## src/rtl/record_mode_pkg.sv

```systemverilog
// -----------------------------------------------------------------------------
// record_mode_pkg
//   Definitions shared by the record and playback paths.
//   - NOTE_W / SHIFT_W / WORD_W : storage word geometry
//   - COUNT_W                   : width of the per-take word counter
//   - rec_state_t               : record controller states
//   - pack_word()               : builds the storage word {notes[9:2], shift[1:0]}
// -----------------------------------------------------------------------------
package record_mode_pkg;

    localparam int NOTE_W  = 8;
    localparam int SHIFT_W = 2;
    localparam int WORD_W  = NOTE_W + SHIFT_W;
    localparam int COUNT_W = 16;

    typedef enum logic [1:0] {
        IDLE   = 2'd0,
        ARMED  = 2'd1,
        RECORD = 2'd2,
        DRAIN  = 2'd3
    } rec_state_t;

    // Notes occupy the upper bits and the octave shift the lower bits; the
    // playback path unpacks with exactly this layout.
    function automatic logic [WORD_W-1:0] pack_word(
        input logic [NOTE_W-1:0]  notes,
        input logic [SHIFT_W-1:0] shift
    );
        return {notes, shift};
    endfunction

endpackage

```

## src/rtl/record_mode_sample_tick.sv

```systemverilog
// -----------------------------------------------------------------------------
// sample_tick
//   Free-running divider that produces a one-cycle tick every TICK_DIV enabled
//   cycles. The counter runs 0..TICK_DIV-1 and the tick coincides with the
//   wrap back to 0.
//   Ports:
//     clk, rst_n : clock, asynchronous active-low reset
//     enable     : counter advances only while high
//     clear      : synchronous reset of the counter to 0 (wins over enable)
//     tick       : high for the cycle in which the counter wraps
// -----------------------------------------------------------------------------
module sample_tick #(
    parameter int TICK_DIV = 10
) (
    input  logic clk,
    input  logic rst_n,
    input  logic enable,
    input  logic clear,
    output logic tick
);

    localparam int               CNT_W = (TICK_DIV > 1) ? $clog2(TICK_DIV) : 1;
    localparam logic [CNT_W-1:0] LAST  = CNT_W'(TICK_DIV - 1);

    logic [CNT_W-1:0] cnt;

    // NOTE: state registers use non-blocking assignments so every flop samples
    // the pre-edge values of the others, independent of block ordering.
    always_ff @(posedge clk or negedge rst_n) begin
        if (!rst_n) begin
            cnt <= '0;
        end else if (clear) begin
            cnt <= '0;
        end else if (enable) begin
            cnt <= (cnt == LAST) ? '0 : cnt + CNT_W'(1);
        end
    end

    assign tick = enable && !clear && (cnt == LAST);

endmodule

```

## src/rtl/record_mode.sv

```systemverilog
// -----------------------------------------------------------------------------
// record_mode
//   Samples the live keyboard at SAMPLE_HZ, packs each sample into a storage
//   word {notes, shift} and hands it to song storage over a valid/ready port.
//   Leading silence after arming is skipped; the first non-silent sample starts
//   the take and re-phases the sample divider.
//   Ports:
//     clk, rst_n  : clock, asynchronous active-low reset
//     rec_start   : pulse, arms recording (ignored outside IDLE)
//     rec_stop    : pulse, ends the take (ARMED -> IDLE, RECORD -> DRAIN)
//     notes       : live key levels, 1 = pressed
//     shift       : live octave shift
//     input_ready : storage accepts the presented word this cycle
//     write_en    : data_in holds a valid word
//     data_in     : packed word to storage
//     recording   : take in progress (ARMED, RECORD, DRAIN)
//     word_count  : words accepted in the current take, saturates at MAX_WORDS
//     overrun     : sticky, a sample was dropped while a word was pending
// -----------------------------------------------------------------------------
module record_mode
    import record_mode_pkg::*;
#(
    parameter int CLK_FREQ  = 100_000_000,
    parameter int SAMPLE_HZ = 8,
    parameter int MAX_WORDS = 1024
) (
    input  logic               clk,
    input  logic               rst_n,
    input  logic               rec_start,
    input  logic               rec_stop,
    input  logic [NOTE_W-1:0]  notes,
    input  logic [SHIFT_W-1:0] shift,
    input  logic               input_ready,
    output logic               write_en,
    output logic [WORD_W-1:0]  data_in,
    output logic               recording,
    output logic [COUNT_W-1:0] word_count,
    output logic               overrun
);

    localparam int                 TICK_DIV = CLK_FREQ / SAMPLE_HZ;
    localparam logic [COUNT_W-1:0] MAX_CNT  = COUNT_W'(MAX_WORDS);

    if (MAX_WORDS < 1 || MAX_WORDS > 65535 || TICK_DIV < 1) begin : g_bad_params
        $error("record_mode: need 1 <= MAX_WORDS <= 65535 and CLK_FREQ >= SAMPLE_HZ");
    end

    rec_state_t state, state_nxt;

    logic tick;
    logic tick_en;
    logic tick_clr;
    logic capture;
    logic set_overrun;
    logic room;
    logic transfer;
    logic full_hit;

    // Handshake qualifiers. A full take accepts nothing more, which is what
    // keeps word_count from ever passing MAX_WORDS.
    assign room     = (word_count < MAX_CNT);
    assign transfer = write_en && input_ready && room;
    assign full_hit = transfer && (word_count == MAX_CNT - COUNT_W'(1));

    sample_tick #(
        .TICK_DIV (TICK_DIV)
    ) u_sample_tick (
        .clk    (clk),
        .rst_n  (rst_n),
        .enable (tick_en),
        .clear  (tick_clr),
        .tick   (tick)
    );

    // ---------------------------------------------------------------- state reg
    always_ff @(posedge clk or negedge rst_n) begin
        if (!rst_n) begin
            state <= IDLE;
        end else begin
            state <= state_nxt;
        end
    end

    // --------------------------------------------------------------- next state
    always_comb begin
        // NOTE: default assignment first so no path through the case leaves the
        // signal unassigned, which would otherwise infer a latch.
        state_nxt = state;
        case (state)
            IDLE: begin
                if (rec_start) state_nxt = ARMED;
            end
            ARMED: begin
                if (rec_stop)            state_nxt = IDLE;
                else if (notes != '0)    state_nxt = RECORD;
            end
            RECORD: begin
                // Filling storage and a stop request both end in DRAIN; the
                // limit is what suppresses any further capture.
                if (full_hit || rec_stop) state_nxt = DRAIN;
            end
            DRAIN: begin
                if (!write_en || transfer) state_nxt = IDLE;
            end
            default: state_nxt = IDLE;
        endcase
    end

    // ------------------------------------------------------------ output/control
    always_comb begin
        tick_en     = 1'b0;
        tick_clr    = 1'b0;
        capture     = 1'b0;
        set_overrun = 1'b0;
        recording   = (state != IDLE);
        case (state)
            ARMED: begin
                // First sound starts the take and aligns the divider phase to it.
                if (!rec_stop && notes != '0) begin
                    capture  = 1'b1;
                    tick_clr = 1'b1;
                end
            end
            RECORD: begin
                tick_en = 1'b1;
                // A tick may capture only if the output slot is free by the edge:
                // either nothing is pending or the pending word leaves now.
                if (tick && !rec_stop && !full_hit && (!write_en || transfer))
                    capture = 1'b1;
                if (tick && write_en && !transfer)
                    set_overrun = 1'b1;
            end
            default: ;
        endcase
    end

    // ----------------------------------------------------------------- datapath
    always_ff @(posedge clk or negedge rst_n) begin
        if (!rst_n) begin
            write_en   <= 1'b0;
            data_in    <= '0;
            word_count <= '0;
            overrun    <= 1'b0;
        end else begin
            // data_in changes only on capture, so it is stable until accepted.
            if (capture) begin
                write_en <= 1'b1;
                data_in  <= pack_word(notes, shift);
            end else if (transfer) begin
                write_en <= 1'b0;
            end

            if (state == IDLE && rec_start) begin
                word_count <= '0;
                overrun    <= 1'b0;
            end else begin
                if (transfer)    word_count <= word_count + COUNT_W'(1);
                if (set_overrun) overrun    <= 1'b1;
            end
        end
    end

endmodule

```

## config.mk

```make
export PLATFORM = sky130hd
export DESIGN_NAME = record_mode
export DESIGN_NICKNAME = d
export VERILOG_FILES = /design/src/rtl/record_mode_pkg.sv /design/src/rtl/record_mode_sample_tick.sv /design/src/rtl/record_mode.sv
export SDC_FILE = /design/constraint.sdc
export NUM_CORES = 1
export LEC_CHECK = 0
export ABC_AREA = 1
export CAP_MARGIN = 20
export CORE_MARGIN = 1.5
export CORE_UTILIZATION = 52
export CTS_BUF_LIST = sky130_fd_sc_hd__clkbuf_2 sky130_fd_sc_hd__clkbuf_4 sky130_fd_sc_hd__clkbuf_8
export DETAILED_ROUTE_END_ITERATION = 12
export PLACE_DENSITY_LB_ADDON = 0.2
export RECOVER_POWER = 25
export SLEW_MARGIN = 20
export SYNTH_ARGS = -nofsm -noshare
export SYNTH_HDL_FRONTEND = slang
export SYNTH_HIERARCHICAL = 1
export SYNTH_SLANG_ARGS = --single-unit
```

## constraint.sdc

```tcl
create_clock -name clk -period 2 [get_ports clk]
set_input_delay 0.4 -clock clk [delete_from_list [all_inputs] [get_ports clk]]
set_output_delay 0.4 -clock clk [all_outputs]
set_load 0.1 [all_outputs]
```

### After elaboration in Yosys (flattened, before gate mapping)

Index checks and enable logic that the tools add are counted.

* flip-flop bits (word level): 54
* word-level logic and storage cells: 67

* add/subtract/negate cells: 2
* magnitude comparators: 1
* eq/ne operators: 9
* mux-type cells: 22
* reductions and logical operators: 27

Operators with widths (number)
* two-way mux 24 bit: 3
* two-way mux 16 bit: 2
* adder 24 x 1 -> 24 bit (second input constant): 1
* == test 24 bit (second input constant): 1
* adder 16 x 1 -> 16 bit (second input constant): 1
* == test 16 x 10 -> 1 bit (second input constant): 1
* < comparator 16 x 11 -> 1 bit (second input constant): 1
* logical AND 1 bit: 12
* two-way mux 1 bit: 10
* two-way mux 2 bit: 5
* nonzero test 2 bit: 5
* case mux 2 bit (4 select lines): 1
* nonzero test 8 bit: 1
* inequality test 2 bit (second input constant): 3
* zero test 1 bit: 5
* == test 2 bit (second input constant): 2
* AND reduction 4 bit: 1
* inequality test 3 bit (second input constant): 1
* == test 2 x 1 -> 1 bit (second input constant): 1
* zero test 2 bit: 1
* logical OR 1 bit: 2
* case mux 1 bit (2 select lines): 1

### Longest topological paths before layout

* depth after elaboration: 13
* depth in mapped cells: 15

### Modules after synthesis

The synthesis kept the hierarchy.

By module, submodules not included
* sample_tick: times used 1, cells each 255, area an instance 1741.7 um2, seq. area each 600.6 um2
* record_mode: times used 1, cells each 185, area an instance 1584.0 um2, seq. area each 750.7 um2

### Worst setup path before layout

OpenSTA, ideal clock, no wires.

* path kind: register to register
* from: register word_count[1]
* to: register data_in[3]
* setup time: 0.066 ns
* arrival time: 2.166 ns
* required time: 1.934 ns
* setup slack: -0.231 ns
* stages on the path, launching flop included: 11
* path buffers: 1
* clock period less this slack: 2.231 ns
* path through: dfrtp_1 ha_1 nand3_1 nor2_1 nand3_4 nand2_4 o21bai_4 nand2_2 buf_6 nand2_2 nand2_2

* word-level cells in the longest chain between the ends: 8
* elaborated cells on any way between the ends: 10
* those cells by class: order compare (1); eq/ne (1); mux (2); reduce/logical (6)

Ends and longest elaborated chain
* start: declaration: line record_mode.sv:37 `output logic [COUNT_W-1:0] word_count,`
* start signal: assignment: line record_mode.sv:157 `if (transfer) word_count <= word_count + COUNT_W'(1);`
* < comparator 16 x 11 -> 1 bit: line record_mode.sv:61 `assign room = (word_count < MAX_CNT);`
* logical AND 1 bit: line record_mode.sv:62 `assign transfer = write_en && input_ready && room;`
* logical AND 1 bit: line record_mode.sv:63 `assign full_hit = transfer && (word_count == MAX_CNT - COUNT_W'(1));`
* zero test 1 bit: line record_mode.sv:128 `if (tick && !rec_stop && !full_hit && (!write_en || transfer))`
* logical AND 1 bit: line record_mode.sv:128
* logical AND 1 bit *: line record_mode.sv:128
* two-way mux 1 bit *: line record_mode.sv:128
* case mux 1 bit (2 select lines) *: line record_mode.sv:116 `case (state)`
* end signal: assignment: line record_mode.sv:148 `data_in <= pack_word(notes, shift);`
* end: declaration: line record_mode.sv:35 `output logic [WORD_W-1:0] data_in,`

Mark *: on every way between the ends. The rest lies on a longest branch, timed or not.
A chain may end at the register's enable or synchronous reset.

### Worst setup path after layout

* from: input port notes[2]
* to: register data_in[4]

* word-level cells in the longest chain between the ends: 12

Ends and longest elaborated chain
* start: declaration: line record_mode.sv:31 `input logic [NOTE_W-1:0] notes,`
* nonzero test 8 bit: line record_mode.sv:119 `if (!rec_stop && notes != '0) begin`
* logical AND 1 bit: line record_mode.sv:119
* two-way mux 1 bit: line record_mode.sv:119
* two-way mux 1 bit: line record_mode.sv:116
* via tick_clr: line record_mode.sv:52 `logic tick_clr;`
* zero test 1 bit: line record_mode_sample_tick.sv:39 `assign tick = enable && !clear && (cnt == LAST);`
* logical AND 1 bit (2 in a row): line record_mode_sample_tick.sv:39
* via tick: line record_mode.sv:50 `logic tick;`
* logical AND 1 bit (3 in a row): line record_mode.sv:128
* two-way mux 1 bit: line record_mode.sv:128
* case mux 1 bit (2 select lines): line record_mode.sv:116

The timed path passes the listed nets, and every way through them passes these cells.

==> run_results.csv <==
group,metric,value,unit
logic_synthesis,synth_nets,462,
final_layout,antennaDiodeCount,0,
drt,routed-via-count,3015,
grt,grt.overflow.total,0,
critical_path,crit_path_max_incr_delay,0.42,ns
drt,detail_route.iter0.violations,171,
power,sequential_group_share_of_total_power,31.4,%
drt,route.detailed.wl_per_inst,12.95,µm
critical_path,critPathArrivalTime,2.15,ns
placement,post-dp-hpwl,5556,µm
timing,slew_at_the_pin_with_the_worst_max_slew_slack,1.217,ns
final_layout,fill_cell_count,517,
logic_synthesis,synthCells,440,
logic_synthesis,syn_area_per_cell,7.558,µm²
placement,gpl.final_weighted_congestion,0.9504,
timing,slew_violations,0,
logic_synthesis,synth_area_leaders,"sky130_fd_sc_hd__dfrtp_1 (41%), sky130_fd_sc_hd__nand2_1 (14%), sky130_fd_sc_hd__nor2_1 (6.7%)",
critical_path,cp_max_fo,5,
clock_network,tritoncts,"yes",
logic_synthesis,yosys_register_bits,54,
drt,drc,0,
placement,placedInstanceArea,3936,µm²
critical_path,critPathKind,"in -> reg",
power,share_clk_of_total_power,17.2,%
die,die-area,6884,µm²
logic_synthesis,seq_area_frac_synth,40.63,%
logic_synthesis,yosys_warnings,6,
power,total_power,4409,µW
timing,fmax,517.3,MHz
flow_run,maxCapViolCount,0,
die,dieHeight,82.97,µm
placement,post_placement_worst_setup_slack,-0.3758,ns
final_layout,layout.area.seq,1359,µm²
logic_synthesis,synthDistinctLibCells,33,
drt,detail-route-antenna-nets,0,
die,io_pins,44,
timing,finalClockSkew,0.01030,ns
die,initial_utilization,54.87,%
power,powerDensity,1071,nW/µm²
die,rows,28,
power,combinationalPowerShare,51.3,%
critical_path,timing.critical_path.cells,"clkdlybuf4s50_1 > nor2_1 > nand2_1 > nor2_2 > nor2_2 > nor2_1 > inv_1 > nor2_4 > nand2_2 > o21bai_4 > nand2_2 > nand2_2 > nand2_2",
timing,min_period_over_period,96.66,%
critical_path,worstSetupStartpointType,"input pin",
grt,global_route_wire_length_before_repair,13030,µm
drt,total_wirelength_of_the_detailed_routed_design,7577,µm
timing,hold_ws,0.3129,ns
timing,setup_ws_post_layout,0.06678,ns
final_layout,postLayoutCellArea,4116,µm²
clock_network,cts_buffers,5,
power,vdd_ir_drop_max,1143,µV
final_layout,post_route_cells_drive_above_1_share,25.29,%
timing,finalHoldViolCount,0,
critical_path,crit_path_frequent_cell,"sky130_fd_sc_hd__nand2_2",
clock_network,cts.root.buffer_cell,"sky130_fd_sc_hd__clkbuf_8",
grt,grt_start_max_net_pins,34,
critical_path,crit_path_top_delay_cell,"sky130_fd_sc_hd__clkdlybuf4s50_1",
critical_path,critical_path_required,2.22,ns
logic_synthesis,synthDominantAreaCellType,"sky130_fd_sc_hd__dfrtp_1",
timing,setup_viol,0,
drt,via_per_inst,5.154,
final_layout,synthToLayoutAreaGrowth,23.78,%
status,outcome,"finished, final reports clean",
grt,groute.usage.overall,22.82,%
power,internal_power,2226,µW
timing,min_period,1.933,ns
grt,first_global_vias,2877,
power,cellLeakagePower,0.001930,µW
final_layout,multiInputGateArea,1737,µm²
logic_synthesis,mappedNetlistArea,3326,µm²
clock_network,clk_latency,0.32,ns
die,floorplan.core_area,6061,µm²
die,floorplan.die.width,82.97,µm
clock_network,clk_pin_slew_worst_paths,0.10,ns
clock_network,cts.sinks,54,
critical_path,crit_path_end_kind,"flop",
critical_path,reg2reg_depth,13,
logic_synthesis,synth.top_cell.area_share,40.63,%
clock_network,h-tree-depth,2,
final_layout,layout.nets,531,
power,p_switching,2183,µW
drt,length_of_the_first_detailed_routing_pass_in_iterations,4,
clock_network,max_buffers_root_to_sink,2,
placement,place.port_buffers,43,
timing,slew-limit-headroom,18.85,%
power,power_switching_share,49.51,%
grt,grt_antenna_before_repair,0,
final_layout,post_layout_utilization_of_the_core,67.92,%
worst_hold_path,min_path_type,"in -> async",
==> synth_stat cells <==
cell	n
sky130_fd_sc_hd__and2_1	1
sky130_fd_sc_hd__nand3_4	1
sky130_fd_sc_hd__o22ai_2	5
sky130_fd_sc_hd__o41ai_1	1
sky130_fd_sc_hd__nand2_2	22
sky130_fd_sc_hd__nor2_1	59
sky130_fd_sc_hd__o31ai_1	2
sky130_fd_sc_hd__buf_6	2
sky130_fd_sc_hd__inv_1	52
sky130_fd_sc_hd__clkbuf_1	4
sky130_fd_sc_hd__buf_2	1
sky130_fd_sc_hd__nand2_1	121
sky130_fd_sc_hd__dfrtp_1	54
sky130_fd_sc_hd__inv_2	3
sky130_fd_sc_hd__xor2_1	8
sky130_fd_sc_hd__o21ai_2	5
sky130_fd_sc_hd__nand3_2	3
sky130_fd_sc_hd__o21bai_4	1
sky130_fd_sc_hd__nand3b_1	2
sky130_fd_sc_hd__o21ai_1	3
sky130_fd_sc_hd__a21oi_1	9
sky130_fd_sc_hd__nor3_1	1
sky130_fd_sc_hd__buf_12	1
sky130_fd_sc_hd__nand2_4	4
sky130_fd_sc_hd__o21bai_1	5
sky130_fd_sc_hd__and3_1	1
sky130_fd_sc_hd__nand4_1	8
sky130_fd_sc_hd__nor2_2	7
sky130_fd_sc_hd__nor2_4	3
sky130_fd_sc_hd__nor2_8	1
sky130_fd_sc_hd__o21ai_0	10
sky130_fd_sc_hd__nand3_1	33
sky130_fd_sc_hd__ha_1	7
==> sequential cells by signal (all words and copies together) (netlist names), named ones only <==
register	count
u_sample_tick/cnt	24
state	1
data_in	10
word_count	16
overrun	1
write_en	1
==> critical path, delay by kind of cell <==
kind | cells | cell delay (ns)
AND/OR/NAND/NOR | 10 | 1.02
buffers and inverters | 2 | 0.53
AO/OA/AOI/OAI | 1 | 0.21
==> path summary, 6_finish.rpt <==
check | startpoint | endpoint | slack, ns
max in group asynchronous | rst_n | state[0]$_DFFE_PN0P_ | 0.48
min reg2reg | data_in[0]$_DFFE_PN0P_ | data_in[0]$_DFFE_PN0P_ | 0.50
max | notes[2] | data_in[4]$_DFFE_PN0P_ | 0.07
min in group clk | notes[0] | data_in[2]$_DFFE_PN0P_ | 0.37
min | rst_n | u_sample_tick/cnt[12]$_DFFE_PN0P_ | 0.31
max reg2reg | state[0]$_DFFE_PN0P_ | data_in[4]$_DFFE_PN0P_ | 0.07
==> metal layers <==
layer	part of all wire, %	GRT usage, %
met5	0	0
met4	1.4	6.970
met3	5.0	4.374
met2	47	37.25
met1	47	30.85
==> cell usage in the layout (no fill, tap or decap), types with 4 or more instances in the layout <==
| cell | n |
|---|---|
| sky130_fd_sc_hd__nand2_4 | 5 |
| sky130_fd_sc_hd__nand3_1 | 33 |
| sky130_fd_sc_hd__nor2_1 | 56 |
| sky130_fd_sc_hd__nand4_1 | 8 |
| sky130_fd_sc_hd__buf_12 | 4 |
| sky130_fd_sc_hd__nor2_4 | 5 |
| sky130_fd_sc_hd__dfrtp_2 | 6 |
| sky130_fd_sc_hd__inv_1 | 52 |
| sky130_fd_sc_hd__o21ai_2 | 5 |
| sky130_fd_sc_hd__o21bai_1 | 5 |
| sky130_fd_sc_hd__clkbuf_8 | 5 |
| sky130_fd_sc_hd__o21ai_0 | 10 |
| sky130_fd_sc_hd__nand2_2 | 22 |
| sky130_fd_sc_hd__clkdlybuf4s50_1 | 12 |
| sky130_fd_sc_hd__buf_4 | 48 |
| sky130_fd_sc_hd__o22ai_2 | 5 |
| sky130_fd_sc_hd__xor2_1 | 8 |
| sky130_fd_sc_hd__a21oi_1 | 9 |
| sky130_fd_sc_hd__dfrtp_1 | 48 |
| sky130_fd_sc_hd__ha_1 | 6 |
| sky130_fd_sc_hd__nand2_1 | 121 |
| sky130_fd_sc_hd__nor2_2 | 8 |
==> power groups by stage <==
stage	Sequential (µW)	Clock [µW]	Combinational [µW]
finish	1390	760	2260
global route	1400	826	2400
CTS	1380	776	2220
detailed placement	1400	0	2210
global placement	1400	0	2160
floorplan	2250	0	774
==> final cells by class <==
cell class | instances | share of cell area [%]
clock buffer | 6 | 1.854
clock inverter | 2 | 0.9119
timing repair buffer | 69 | 14.74
sequential | 54 | 33.01
inverter | 55 | 5.015
multi-input combinational | 324 | 42.19
tap | 75 | 2.280
==> per-stage QoR <==
stage	setup TNS (ns)	std cells
floorplan	0	440
global placement	-3.785	571
detailed placement	-5.310	571
CTS	0	579
global route	-0.5510	585
finish	0	585
==> cell families after synthesis <==
family / after synthesis / synth area share, %
xor+xnor: 8 / 2.107
buf+inv: 63 / 8.089
compound gates: 41 / 8.916
simple gates: 267 / 37.62
flops: 54 / 40.63
fa+ha+maj: 7 / 2.633
==> repair_timing <==
| action | CTS | global route |
|---|---|---|
| buffers inserted | 0 | 4 |
| endpoints found under the setup margin | 10 | 10 |
| gates cloned | 0 | 2 |
| hold buffers | 0 | 0 |
| pin swaps | 0 | 12 |
| resized for setup | 2 | 10 |
No activity file was read; power rests on OpenSTA's default activity.
